**config.mk**
```make
export PLATFORM = sky130hd
export DESIGN_NAME = coherency_core_tracker
export DESIGN_NICKNAME = d
export VERILOG_FILES = /design/src/rtl/coherency_checker_pkg.sv /design/src/rtl/coherency_core_tracker.sv
export SDC_FILE = /design/constraint.sdc
export NUM_CORES = 1
export LEC_CHECK = 0
export BUFFER_PORTS_ARGS = -buffer_cell sky130_fd_sc_hd__buf_2
export CORE_AREA = 2 2 94 142
export DETAILED_ROUTE_END_ITERATION = 12
export DIE_AREA = 0 0 96 144
export PLACE_DENSITY = 0.61
export SLEW_MARGIN = 20
export SYNTH_ARGS = -nofsm -noshare
export SYNTH_HDL_FRONTEND = slang
export SYNTH_SLANG_ARGS = --single-unit
```
**constraint.sdc**
```tcl
create_clock -name clk -period 2.8 [get_ports clk]
set_input_delay 0.84 -clock clk [delete_from_list [all_inputs] [get_ports clk]]
set_output_delay 0.84 -clock clk [all_outputs]
set_load 0.05 [all_outputs]
```
**src/rtl/coherency_checker_pkg.sv**
```systemverilog
// Shared constants for the coherency checker: error cause codes and
// per-core tracker state encoding.
package coherency_checker_pkg;

    localparam logic [2:0] ERR_NONE     = 3'd0;
    localparam logic [2:0] ERR_STALE    = 3'd1;
    localparam logic [2:0] ERR_BOTH     = 3'd2;
    localparam logic [2:0] ERR_OVERLAP  = 3'd3;
    localparam logic [2:0] ERR_SPURIOUS = 3'd4;
    localparam logic [2:0] ERR_TIMEOUT  = 3'd5;

    localparam logic [0:0] ST_IDLE = 1'b0;
    localparam logic [0:0] ST_BUSY = 1'b1;

endpackage

```
**src/rtl/coherency_core_tracker.sv**
```systemverilog
// One core's request tracker: IDLE/BUSY FSM, request latches, age counter,
// protocol/timeout detection and the per-core saturating traffic counters.
module coherency_core_tracker
    import coherency_checker_pkg::*;
#(
    parameter int DATA_W  = 8,
    parameter int ADDR_W  = 2,
    parameter int CNT_W   = 16,
    parameter int TIMEOUT = 255
) (
    input  logic              clk,
    input  logic              rst_n,
    input  logic              req_rd_i,
    input  logic              req_wr_i,
    input  logic [ADDR_W-1:0] req_addr_i,
    input  logic [DATA_W-1:0] req_wdata_i,
    input  logic              rdy_i,
    input  logic              mem_act_i,
    input  logic              stale_i,
    output logic              cmp_vld_o,
    output logic              cmp_wr_o,
    output logic [ADDR_W-1:0] cmp_addr_o,
    output logic [DATA_W-1:0] cmp_wdata_o,
    output logic [2:0]        err_code_o,
    output logic [ADDR_W-1:0] err_addr_o,
    output logic [CNT_W-1:0]  rd_cnt_o,
    output logic [CNT_W-1:0]  wr_cnt_o,
    output logic [CNT_W-1:0]  mem_cnt_o,
    output logic [CNT_W-1:0]  stale_cnt_o
);
    localparam int AGE_W = (TIMEOUT < 1) ? 1 : $clog2(TIMEOUT + 1);
    // Age saturates at TIMEOUT, so the timeout fires on exactly one cycle.
    localparam logic [AGE_W-1:0] AGE_MAX  = AGE_W'(TIMEOUT);
    localparam logic [AGE_W-1:0] AGE_LAST = AGE_W'((TIMEOUT > 0) ? TIMEOUT - 1 : 0);
    localparam logic [CNT_W-1:0] CNT_MAX  = '1;

    logic [0:0]        state_q, state_d;
    logic              op_wr_q, op_wr_d;
    logic [ADDR_W-1:0] addr_q, addr_d;
    logic [DATA_W-1:0] wdata_q, wdata_d;
    logic [AGE_W-1:0]  age_q, age_d;
    logic [CNT_W-1:0]  rd_cnt_q, wr_cnt_q, mem_cnt_q, stale_cnt_q;
    logic              both, any_req, one_req, timeout;

    assign both    = req_rd_i & req_wr_i;
    assign any_req = req_rd_i | req_wr_i;
    assign one_req = req_rd_i ^ req_wr_i;

    always_comb begin
        state_d     = state_q;
        op_wr_d     = op_wr_q;
        addr_d      = addr_q;
        wdata_d     = wdata_q;
        age_d       = age_q;
        cmp_vld_o   = 1'b0;
        cmp_wr_o    = op_wr_q;
        cmp_addr_o  = addr_q;
        cmp_wdata_o = wdata_q;
        err_code_o  = ERR_NONE;
        err_addr_o  = req_addr_i;
        timeout     = 1'b0;
        if (state_q == ST_IDLE) begin
            if (both) begin
                err_code_o = ERR_BOTH;
            end else if (one_req) begin
                if (rdy_i) begin
                    cmp_vld_o   = 1'b1;
                    cmp_wr_o    = req_wr_i;
                    cmp_addr_o  = req_addr_i;
                    cmp_wdata_o = req_wdata_i;
                end else begin
                    state_d = ST_BUSY;
                    op_wr_d = req_wr_i;
                    addr_d  = req_addr_i;
                    wdata_d = req_wdata_i;
                    age_d   = '0;
                end
            end else if (rdy_i) begin
                err_code_o = ERR_SPURIOUS;
            end
        end else begin
            if (rdy_i) begin
                cmp_vld_o = 1'b1;
                state_d   = ST_IDLE;
            end else if (age_q != AGE_MAX) begin
                age_d   = age_q + 1'b1;
                timeout = (age_q == AGE_LAST);
            end
            // A new request while BUSY is flagged and otherwise ignored.
            if (both) begin
                err_code_o = ERR_BOTH;
            end else if (any_req) begin
                err_code_o = ERR_OVERLAP;
            end else if (timeout) begin
                err_code_o = ERR_TIMEOUT;
                err_addr_o = addr_q;
            end
        end
    end

    always_ff @(posedge clk or negedge rst_n) begin
        if (!rst_n) begin
            state_q     <= ST_IDLE;
            op_wr_q     <= 1'b0;
            addr_q      <= '0;
            wdata_q     <= '0;
            age_q       <= '0;
            rd_cnt_q    <= '0;
            wr_cnt_q    <= '0;
            mem_cnt_q   <= '0;
            stale_cnt_q <= '0;
        end else begin
            state_q <= state_d;
            op_wr_q <= op_wr_d;
            addr_q  <= addr_d;
            wdata_q <= wdata_d;
            age_q   <= age_d;
            if (cmp_vld_o && !cmp_wr_o && rd_cnt_q != CNT_MAX) rd_cnt_q <= rd_cnt_q + 1'b1;
            if (cmp_vld_o && cmp_wr_o && wr_cnt_q != CNT_MAX) wr_cnt_q <= wr_cnt_q + 1'b1;
            if (mem_act_i && mem_cnt_q != CNT_MAX) mem_cnt_q <= mem_cnt_q + 1'b1;
            if (stale_i && stale_cnt_q != CNT_MAX) stale_cnt_q <= stale_cnt_q + 1'b1;
        end
    end

    assign rd_cnt_o    = rd_cnt_q;
    assign wr_cnt_o    = wr_cnt_q;
    assign mem_cnt_o   = mem_cnt_q;
    assign stale_cnt_o = stale_cnt_q;

endmodule

```
==> results of run 1 <==
-- per-stage QoR --
| step | instances | setup slack, ns | hold WS, ns | TNS (ns) |
|---|---|---|---|---|
| finish | 712 | -0.04771 | 0.4555 | -0.4698 |
| global route | 712 | -0.1154 | 0.4953 | -0.9895 |
| CTS | 711 | -0.06432 | 0.4808 | -0.5738 |
| detailed placement | 695 | -0.2156 | 0.4725 | -2.297 |
| global placement | 695 | -0.2026 | 0.4716 | -2.039 |
| floorplan | 429 | -0.002689 | 0.4458 | -0.007643 |
-- flip-flops by register name (all words and copies together) (netlist names) --
signal	cells
mem_cnt_o	16
rd_cnt_o	16
stale_cnt_o	16
wr_cnt_o	16
age_q	8
wdata_q	8
addr_q	2
op_wr_q	1
state_q	1
-- layout by cell type (no fill, tap or decap), types with 3 or more instances in the layout --
| cell type | Yosys | layout |
|---|---|---|
| a211oi_1 | 7 | 7 |
| a21oi_1 | 13 | 13 |
| and2_1 | 4 | 4 |
| and3_1 | 12 | 12 |
| and4_1 | 7 | 7 |
| buf_2 | 5 | 79 |
| buf_4 | 0 | 21 |
| buf_6 | 1 | 14 |
| buf_8 | 0 | 4 |
| clkbuf_16 | 0 | 9 |
| dfrtp_1 | 84 | 83 |
| ha_1 | 8 | 5 |
| inv_1 | 12 | 10 |
| mux2_1 | 3 | 3 |
| mux2_2 | 17 | 4 |
| mux2_4 | 0 | 13 |
| mux2i_1 | 4 | 4 |
| nand2_1 | 64 | 64 |
| nand3_1 | 26 | 25 |
| nand4_1 | 15 | 15 |
| nor2_1 | 9 | 8 |
| nor3_1 | 8 | 8 |
| nor4_1 | 13 | 12 |
| o21ai_0 | 7 | 7 |
| o31ai_1 | 6 | 5 |
| o41ai_1 | 3 | 3 |
| or4_1 | 3 | 3 |
| xnor2_1 | 14 | 14 |
| xor2_1 | 34 | 34 |
-- cells by family (layout without fill, tap and decap cells) --
group	after synthesis	count (layout)
AO/OA/AOI/OAI	61	61
XOR/XNOR	48	48
adder cells (fa/ha/maj)	8	8
buffers and inverters	23	147
flip-flops	84	84
multiplexers	24	24
AND/OR/NAND/NOR	181	181
-- per-layer routing --
| layer | routed length, um | track usage | up-vias |
|---|---|---|---|
| li1 | - | - | 1812 |
| met1 | 4449 | 0.1935 | 1835 |
| met2 | 5525 | 0.2738 | 91 |
| met3 | 581 | 0.03960 | 14 |
| met4 | 142 | 0.05113 | 0 |
| met5 | 0 | 0 | - |
-- area by class of cell --
cell class                      count  area share
Clock buffer                       12     0.04416
Clock inverter                      3    0.003662
Inverter                           13    0.008832
Multi-Input combinational cell    322      0.4108
Sequential cell                    84      0.3621
Tap cell                          159     0.03425
Timing Repair Buffer              119      0.1361
-- worst min path at each step --
stage,from,slack (ns),cells past startpoint,endpoint
floorplan,wdata_q[0]$_DFFE_PN0P_,0.45,2,wdata_q[0]$_DFFE_PN0P_
global placement,wdata_q[2]$_DFFE_PN0P_,0.47,2,wdata_q[2]$_DFFE_PN0P_
detailed placement,wdata_q[2]$_DFFE_PN0P_,0.47,2,wdata_q[2]$_DFFE_PN0P_
CTS,rst_n,0.48,1,addr_q[0]$_DFFE_PN0P_
global route,rst_n,0.50,1,addr_q[0]$_DFFE_PN0P_
finish,rst_n,0.46,1,wdata_q[4]$_DFFE_PN0P_
-- worst max-delay path: stages --
cell and delay (ns):
buf_8 0.08, inv_4 0.04, ha_4 0.27, nand2b_4 0.06, nor2_4 0.10, buf_6 0.15, mux2_4 0.31, buf_8 0.15
-- power groups by stage --
stage                     Combinational (uW)  Clock (uW)  Sequential (uW)
after floorplan                          668           0             2280
after global placement                  1620           0             1750
after detailed placement                1640           0             1770
after CTS                               1730        1150             1750
after global routing                    1860        1200             1790
final                                   1730        1110             1750
-- timing repair --
item	in CTS	in global routing
gates resized for setup	48	5
gates cloned	0	0
endpoints found under the setup margin	15	14
setup buffers	1	1
hold endpoints to repair	0	0
pin swaps	3	3
==> flow_summary.json, run 1 <==
{
  "place_area_sq_mm": 0.005329,
  "syn_area_sq_mm": 0.004462,
  "die_area_sq_mm": 0.01382,
  "setup_viol": 13,
  "synth-adder-area-share": 0.02243,
  "nets": 574,
  "crit_end": "cmp_addr_o[1]",
  "worstMarginPinSlew_ns": 0.7091,
  "synthTopCellsByCount": "dfrtp_1 (84), nand2_1 (64), xor2_1 (34)",
  "design_area_sq_mm": 0.005808,
  "cts_tree": "yes",
  "wl_per_cell_um": 15.03,
  "synthXorXnorAreaFrac": 0.09422,
  "yosysTopAreaCellShare": 0.4711,
  "drtPass1Iterations": 4,
  "p_seq_frac": 0.381,
  "port_buffers": 97,
  "ff_latch_area_sq_mm": 0.002103,
  "routabilityCongestion": 0.8248,
  "track_usage": 0.1595,
  "synth_seq_cells": 84,
  "critPathLaunchType": "input port",
  "grt_max_degree": 36,
  "internal_power_uw": 2625,
  "syn_to_final_growth_pct": 30.17,
  "dieWidth_um": 96,
  "yosys_warnings": 0,
  "finalCriticalPeriod_ns": 2.848,
  "hold_viol_final": 0,
  "clock_sinks": 84,
  "power_frac_comb": 0.376,
  "wl_um": 10700,
  "cp_max_fo": 6,
  "critPathArrivalTime_ns": 2.01,
  "fp.dieH_um": 144,
  "maxCapViolations": 0,
  "critPathCaptureType": "primary output",
  "clock.fmax_ghz": 0.3512,
  "multi_input_area_sq_mm": 0.002386,
  "rr_worst_depth": 5,
  "seq_area_frac_synth": 0.4711,
  "r2r-end": "rd_cnt_o[1]$_DFFE_PN0P_",
  "antenna_found_initial": 0,
  "synthSimpleGateAreaFrac": 0.2288,
  "synthTopCellsByArea": "dfrtp_1 (47%), xor2_1 (6.7%), nand2_1 (5.4%)",
  "violations": "negative setup slack",
  "p_clk_frac": 0.243,
  "synth_top_family_by_area": "simple AND/OR/NAND/NOR gates",
  "clk-insertion-delay-late_ns": 0.34,
  "syn_inst": 429,
  "final_max_slew_viol_count": 0,
  "place_hpwl_um": 7927,
  "critPathKind": "in -> out",
  "vdd_drop_max_mv": 0.5292,
  "hold_path_class": "in -> async",
  "r2r-start": "state_q$_DFF_PN0_",
  "synth_compound_area_frac": 0.1015,
  "grt_pass1_vias": 3621,
  "final_util": 0.4574,
  "clk_pin_slew_ns": 0.06,
  "vias_per_cell": 5.270,
  "post-route-drc-count": 0,
  "synth_top_area_cell": "dfrtp_1",
  "io_pins": 98,
  "vias": 3752,
  "crit_start": "req_wr_i",
  "cts_hold_buffers": 0,
  "power.leakage_uw": 0.002882,
  "setup_slack_ns": -0.04771,
  "clockRootBuffer": "clkbuf_16",
  "grt_pass1_wl_um": 17510,
  "cts.path.max_buffers": 2,
  "clock_skew_ns": 0.008907,
  "n_antenna_cell": 0,
  "async_flop_share": 1.000,
  "required_ns": 1.96,
  "p_total_uw": 4586,
  "period_share": 1.017,
  "slew_headroom": 0.5229,
  "p_sw_frac": 0.4276,
  "drive_gt1_frac": 0.3219,
  "p_per_area_mw_per_mm2": 789.6,
  "reg2reg_slack_ns": 0.90,
  "start_util": 0.3514,
  "ys.flop_type": "dfrtp_1",
  "core_area_sq_mm": 0.01270,
  "drtAntennaViolNets": 0,
  "p_sw_uw": 1961,
  "synth_nets": 454,
  "fillers": 1234,
  "yosysMostFrequentCell": "dfrtp_1",
  "drt-initial-drc-count": 138,
  "synth-edff-count": 0,
  "overflow": 0,
  "yosysUniqueCellTypes": 63,
  "cts-htree-levels": 3,
  "status": "finished, violations left",
  "cts_buffers": 9,
  "muxShareOfSynthArea": 0.05945,
  "rsz0062_at_grt": "true",
  "core.rowCount": 51,
  "syn_avg_cell_area_sq_um": 10.40
}
(Power assumes the default switching activity.)
==> inputs of run 2 (changes only) <==
--- a/config.mk
+++ b/config.mk
@@ -6,10 +6,10 @@
 export NUM_CORES = 1
 export LEC_CHECK = 0
 export BUFFER_PORTS_ARGS = -buffer_cell sky130_fd_sc_hd__buf_2
-export CORE_AREA = 2 2 94 142
+export CORE_AREA = 2 2 91 136
 export DETAILED_ROUTE_END_ITERATION = 12
-export DIE_AREA = 0 0 96 144
-export PLACE_DENSITY = 0.61
+export DIE_AREA = 0 0 93 138
+export PLACE_DENSITY = 0.65
 export SLEW_MARGIN = 20
 export SYNTH_ARGS = -nofsm -noshare
 export SYNTH_HDL_FRONTEND = slang
==> run 2 against run 1 <==
- the flow still finishes with violations (negative setup slack)
- setup slack worse by 0.038 ns
- first-iteration DRC count fell by 12%
- clock power is 14% higher
- combinational power is 3% higher
- largest cell class unchanged
- largest power group is now combinational cells
==> flow_summary.json, run 2 (same netlist as run 1, synthesis figures left out) <==
{
  "critPathKind": "in -> out",
  "path_cells": "buf_4 -> nor4_4 -> nand4_1 -> mux2_4 -> buf_8",
  "top_usage_layer": "met2",
  "period_share": 1.031,
  "max_stage_delay_ns": 0.37,
  "final_common_cell": "dfrtp_1",
  "fp.dieH_um": 138,
  "cp.buffers_inverters": 2,
  "vias_per_cell": 5.396,
  "cp_max_fo": 3,
  "core_area_sq_mm": 0.01177,
  "vias": 3847,
  "clock_skew_ns": 0.006862,
  "crit_path_top_delay_cell": "mux2_4",
  "vdd_drop_max_mv": 0.7187,
  "cts.path.max_buffers": 2,
  "core.rowCount": 49,
  "finalNonFillerCells": 713,
  "pre_cts_ws_ns": -0.2392,
  "post-route-drc-count": 0,
  "p_seq_frac": 0.364,
  "wl_um": 10960,
  "cts_hold_buffers": 0,
  "start_util": 0.3790,
  "final_max_slew_viol_count": 0,
  "place_hpwl_um": 7802,
  "dieWidth_um": 93,
  "violations": "negative setup slack",
  "io_pins": 98,
  "cts-htree-levels": 3,
  "grt_pass1_wl_um": 18080,
  "grt_max_degree": 36,
  "drt-initial-drc-count": 122,
  "required_ns": 1.96,
  "fillers": 1082,
  "wl_per_cell_um": 15.38,
  "ff_latch_area_sq_mm": 0.002103,
  "cts_tree": "yes",
  "clock_sinks": 84,
  "clock.fmax_ghz": 0.3465,
  "internal_power_uw": 2822,
  "grt_pass1_vias": 3772,
  "p_sw_frac": 0.4088,
  "grtUsageMet3": 0.04142,
  "nets": 583,
  "power.leakage_uw": 0.002945,
  "clockRootBuffer": "clkbuf_16",
  "worstMarginPinSlew_ns": 0.6972,
  "maxCapViolations": 0,
  "cts_buffers": 9,
  "drtPass1Iterations": 4,
  "setup_viol": 14,
  "slew_headroom": 0.5309,
  "power_frac_comb": 0.372,
  "critPathLaunchType": "input port",
  "syn_to_final_growth_pct": 32.33,
  "cp.depth": 5,
  "drtAntennaViolNets": 0,
  "grtUsageMet1": 0.2090,
  "multi_input_area_sq_mm": 0.002384,
  "hold_path_class": "in -> async",
  "setup_slack_ns": -0.08566,
  "hold_viol_final": 0,
  "placed_cells": 690,
  "drive_gt1_frac": 0.3339,
  "clk-insertion-delay-late_ns": 0.33,
  "track_usage": 0.1728,
  "met2_usage": 0.3021,
  "overflow": 0,
  "p_total_uw": 4774,
  "p_sw_uw": 1952,
  "rsz0062_at_grt": "true",
  "p_clk_frac": 0.264,
  "n_antenna_cell": 0,
  "port_buffers": 97,
  "critPathArrivalTime_ns": 2.05,
  "clk_pin_slew_ns": 0.06,
  "rr_worst_depth": 5,
  "critPathCaptureType": "primary output",
  "finalCriticalPeriod_ns": 2.886,
  "mostFrequentLayoutCells": "dfrtp_1 (83), buf_2 (79), nand2_1 (64)",
  "p_per_area_mw_per_mm2": 808.5,
  "die_area_sq_mm": 0.01283,
  "cpLargestDelayFamily": "simple AND/OR/NAND/NOR gates",
  "antenna_found_initial": 0,
  "routabilityCongestion": 0.8003,
  "status": "finished, violations left"
}
==> run 2: worst paths after layout <==
| check | from | to | slack [ns] |
|---|---|---|---|
| min reg2reg | wdata_q[0]$_DFFE_PN0P_ | wdata_q[0]$_DFFE_PN0P_ | 0.48 |
| max reg2reg | state_q$_DFF_PN0_ | rd_cnt_o[1]$_DFFE_PN0P_ | 0.89 |
| min in group clk | wdata_q[0]$_DFFE_PN0P_ | wdata_q[0]$_DFFE_PN0P_ | 0.48 |
| max | rdy_i | err_addr_o[0] | -0.09 |
| min | rst_n | wdata_q[6]$_DFFE_PN0P_ | 0.47 |
| max in group asynchronous | rst_n | rd_cnt_o[11]$_DFFE_PN0P_ | 1.72 |
==> run 2: power by group through the flow <==
| stage | Clock, uW | Sequential [uW] | Combinational (uW) |
|---|---|---|---|
| after global placement | 0 | 1750 | 1610 |
| final | 1260 | 1740 | 1780 |
| after detailed placement | 0 | 1760 | 1640 |
| after CTS | 1290 | 1740 | 1750 |
| after global routing | 1340 | 1780 | 1890 |
| after floorplan | 0 | 2280 | 668 |
==> run 2: layer usage <==
layer	wire (um)	share of wire
met5	0	0
met4	168	0.015
met3	576	0.053
met2	5586	0.51
met1	4633	0.42
==> run 2: worst register-to-register path: stages, from the launching register on <==
cell and delay, ns:
dfrtp_1 0.38, buf_4 0.17, nor4b_2 0.44, o21ai_1 0.20, a21oi_1 0.25, mux2_2 0.37
==> run 2: cell type report <==
| type | instances | area share |
|---|---|---|
| Multi-Input combinational cell | 322 | 0.4037 |
| Tap cell | 153 | 0.03242 |
| Sequential cell | 84 | 0.3562 |
| Clock inverter | 2 | 0.01017 |
| Timing Repair Buffer | 128 | 0.1460 |
| Inverter | 13 | 0.008688 |
| Clock buffer | 11 | 0.04281 |
==> run 2: stage by stage <==
| step | hold slack (ns) | util | TNS, ns | cell area [sq um] |
|---|---|---|---|---|
| 6_report | 0.4709 | 0.5016 | -0.8137 | 5904 |
| 5_1_grt | 0.5029 | 0.5016 | -1.690 | 5904 |
| 3_3_place_gp | 0.4691 | 0.4527 | -2.357 | 5329 |
| 2_1_floorplan | 0.4458 | - | -0.007643 | 4537 |
| 4_1_cts | 0.4773 | 0.4972 | -1.237 | 5853 |
| 3_5_place_dp | 0.4630 | 0.4527 | -3.032 | 5329 |
==> run 2: timing repair <==
item | 4_1_cts | 5_1_grt
setup buffers | 4 | 6
resized for setup | 52 | 3
pin swaps | 5 | 4
setup endpoints to repair | 14 | 15
==> inputs of run 3 (changes only) <==
--- a/config.mk
+++ b/config.mk
@@ -10,6 +10,7 @@
 export DETAILED_ROUTE_END_ITERATION = 12
 export DIE_AREA = 0 0 93 138
 export PLACE_DENSITY = 0.65
+export RECOVER_POWER = 25
 export SLEW_MARGIN = 20
 export SYNTH_ARGS = -nofsm -noshare
 export SYNTH_HDL_FRONTEND = slang
==> run 3 against run 2 <==
- the flow finishes with violations (max-capacitance violations, max-slew violations, negative setup slack)
- via count is the same
- clock-buffer cell count unchanged
- flip-flop and latch count did not move
- clock power about the same
- critical path depth unchanged
- setup slack about the same
- die area stayed put
- final cell count stayed put
- sequential power barely moved
- register-to-register slack about the same
==> flow_summary.json, run 3 (same netlist as run 1, synthesis figures left out) <==
{
  "status": "finished, violations left",
  "violations": "max-capacitance violations, max-slew violations, negative setup slack",
  "cp.buffers_inverters": 2,
  "vias": 3847,
  "cts.path.max_buffers": 2,
  "track_usage": 0.1728,
  "design_area_sq_mm": 0.005901,
  "clk_pin_slew_ns": 0.05,
  "ff_latch_area_sq_mm": 0.002103,
  "cts-htree-levels": 3,
  "setup_slack_ns": -0.08566,
  "cpLargestDelayFamily": "simple AND/OR/NAND/NOR gates",
  "vdd_drop_max_mv": 0.7187,
  "core.rowCount": 49,
  "antenna_found_initial": 0,
  "place_hpwl_um": 7802,
  "clock.fmax_ghz": 0.3465,
  "nets": 583,
  "port_buffers": 97,
  "critPathCaptureType": "primary output",
  "fp.dieH_um": 138,
  "clk-insertion-delay-late_ns": 0.33,
  "syn_to_final_growth_pct": 32.25,
  "maxCapViolations": 1,
  "cp_max_fo": 3,
  "clock_sinks": 84,
  "period_share": 1.031,
  "grt_max_degree": 36,
  "final_util": 0.5013,
  "place_area_sq_mm": 0.005329,
  "hold_path_class": "reg -> reg",
  "rsz0062_at_grt": "true",
  "critPathArrivalTime_ns": 2.05,
  "fillers": 1082,
  "worstMarginPinSlew_ns": 2.086,
  "max_stage_delay_ns": 0.37,
  "drive_gt1_frac": 0.3321,
  "multi_input_area_sq_mm": 0.002384,
  "drtAntennaViolNets": 0,
  "required_ns": 1.96,
  "critPathLaunchType": "input port",
  "drt-initial-drc-count": 122,
  "hold_viol_final": 0,
  "clock_skew_ns": 0.006862,
  "setup_viol": 14,
  "path_cells": "buf_4 -> nor4_4 -> nand4_1 -> mux2_4 -> buf_8",
  "post-route-drc-count": 0,
  "die_area_sq_mm": 0.01283,
  "p_per_area_mw_per_mm2": 809.0,
  "n_antenna_cell": 0,
  "dieWidth_um": 93,
  "mostFrequentLayoutCells": "dfrtp_1 (83), buf_2 (79), nand2_1 (64)",
  "cts_tree": "yes",
  "start_util": 0.3790,
  "crit_path_top_delay_cell": "mux2_4",
  "io_pins": 98,
  "wl_per_cell_um": 15.37,
  "finalCriticalPeriod_ns": 2.886,
  "final_max_slew_viol_count": 35,
  "grt_pass1_wl_um": 18080,
  "slew_headroom": -0.3908,
  "drtPass1Iterations": 4,
  "critPathKind": "in -> out",
  "overflow": 0,
  "cts_buffers": 9,
  "grt_pass1_vias": 3772,
  "final_common_cell": "dfrtp_1",
  "wl_um": 10960,
  "vias_per_cell": 5.396,
  "power.leakage_uw": 0.002941,
  "clockRootBuffer": "clkbuf_16",
  "cts_hold_buffers": 0,
  "core_area_sq_mm": 0.01177,
  "routabilityCongestion": 0.8003
}
[run 3: cell types whose count changed in the layout (fill, tap and decap cells not counted)]
cell / delta
buf_4: -1
clkbuf_1: +1
[run 3: path summary, 6_finish.rpt]
| check | startpoint | end | slack, ns | cells past startpoint |
|---|---|---|---|---|
| max | rdy_i | err_addr_o[0] | -0.09 | 5 |
| min reg2reg | wdata_q[0]$_DFFE_PN0P_ | wdata_q[0]$_DFFE_PN0P_ | 0.48 | 2 |
| max in group asynchronous | rst_n | age_q[3]$_DFFE_PN0P_ | 0.35 | 1 |
| min in group asynchronous | rst_n | wdata_q[6]$_DFFE_PN0P_ | 1.10 | 1 |
| max reg2reg | state_q$_DFF_PN0_ | rd_cnt_o[1]$_DFFE_PN0P_ | 0.89 | 5 |
| min | wdata_q[0]$_DFFE_PN0P_ | wdata_q[0]$_DFFE_PN0P_ | 0.48 | 2 |
[run 3: layout make-up]
class	instances	share of cell area
multi-input cells	322	0.4039
well taps	153	0.03244
repair buffers	128	0.1455
clock buffers	11	0.04283
inverters	13	0.008694
clock inverters	2	0.01018
flip-flops and latches	84	0.3564
[run 3: stage by stage]
stage | hold slack (ns) | power [uW] | setup WS [ns] | TNS, ns | instances
after detailed placement | 0.4630 | 3398 | -0.2392 | -3.032 | 690
after CTS | 0.4773 | 4784 | -0.1305 | -1.237 | 707
final | 0.4768 | 4773 | -0.08566 | -0.8137 | 713
after floorplan | 0.4458 | 2951 | -0.002689 | -0.007643 | 429
after global routing | 0.5029 | 5012 | -0.1460 | -1.796 | 713
after global placement | 0.4691 | 3361 | -0.1967 | -2.357 | 690
[run 3: worst reg2reg max path: stages, from the launching register on]
cell and delay (ns):
dfrtp_1 0.38, buf_4 0.17, nor4b_2 0.44, o21ai_1 0.20, a21oi_1 0.25, mux2_2 0.37
[run 3: layer usage]
metal / vias up / track usage / wire length [um]
met5: - / 0 / 0
met4: 0 / 0.05186 / 168
met3: 16 / 0.04142 / 577
met2: 110 / 0.3021 / 5587
met1: 1890 / 0.2090 / 4628
li1: 1831 / - / -
[run 3: repair_timing]
action,CTS,global route
gates cloned,0,0
endpoints found under the setup margin,14,15
pin swaps,5,4
buffers inserted,4,6
resized for setup,52,3
[run 3: report_power, final]
part           switching (uW)  internal [uW]
Combinational            1210            565
Clock                     445            815
Sequential                296           1440
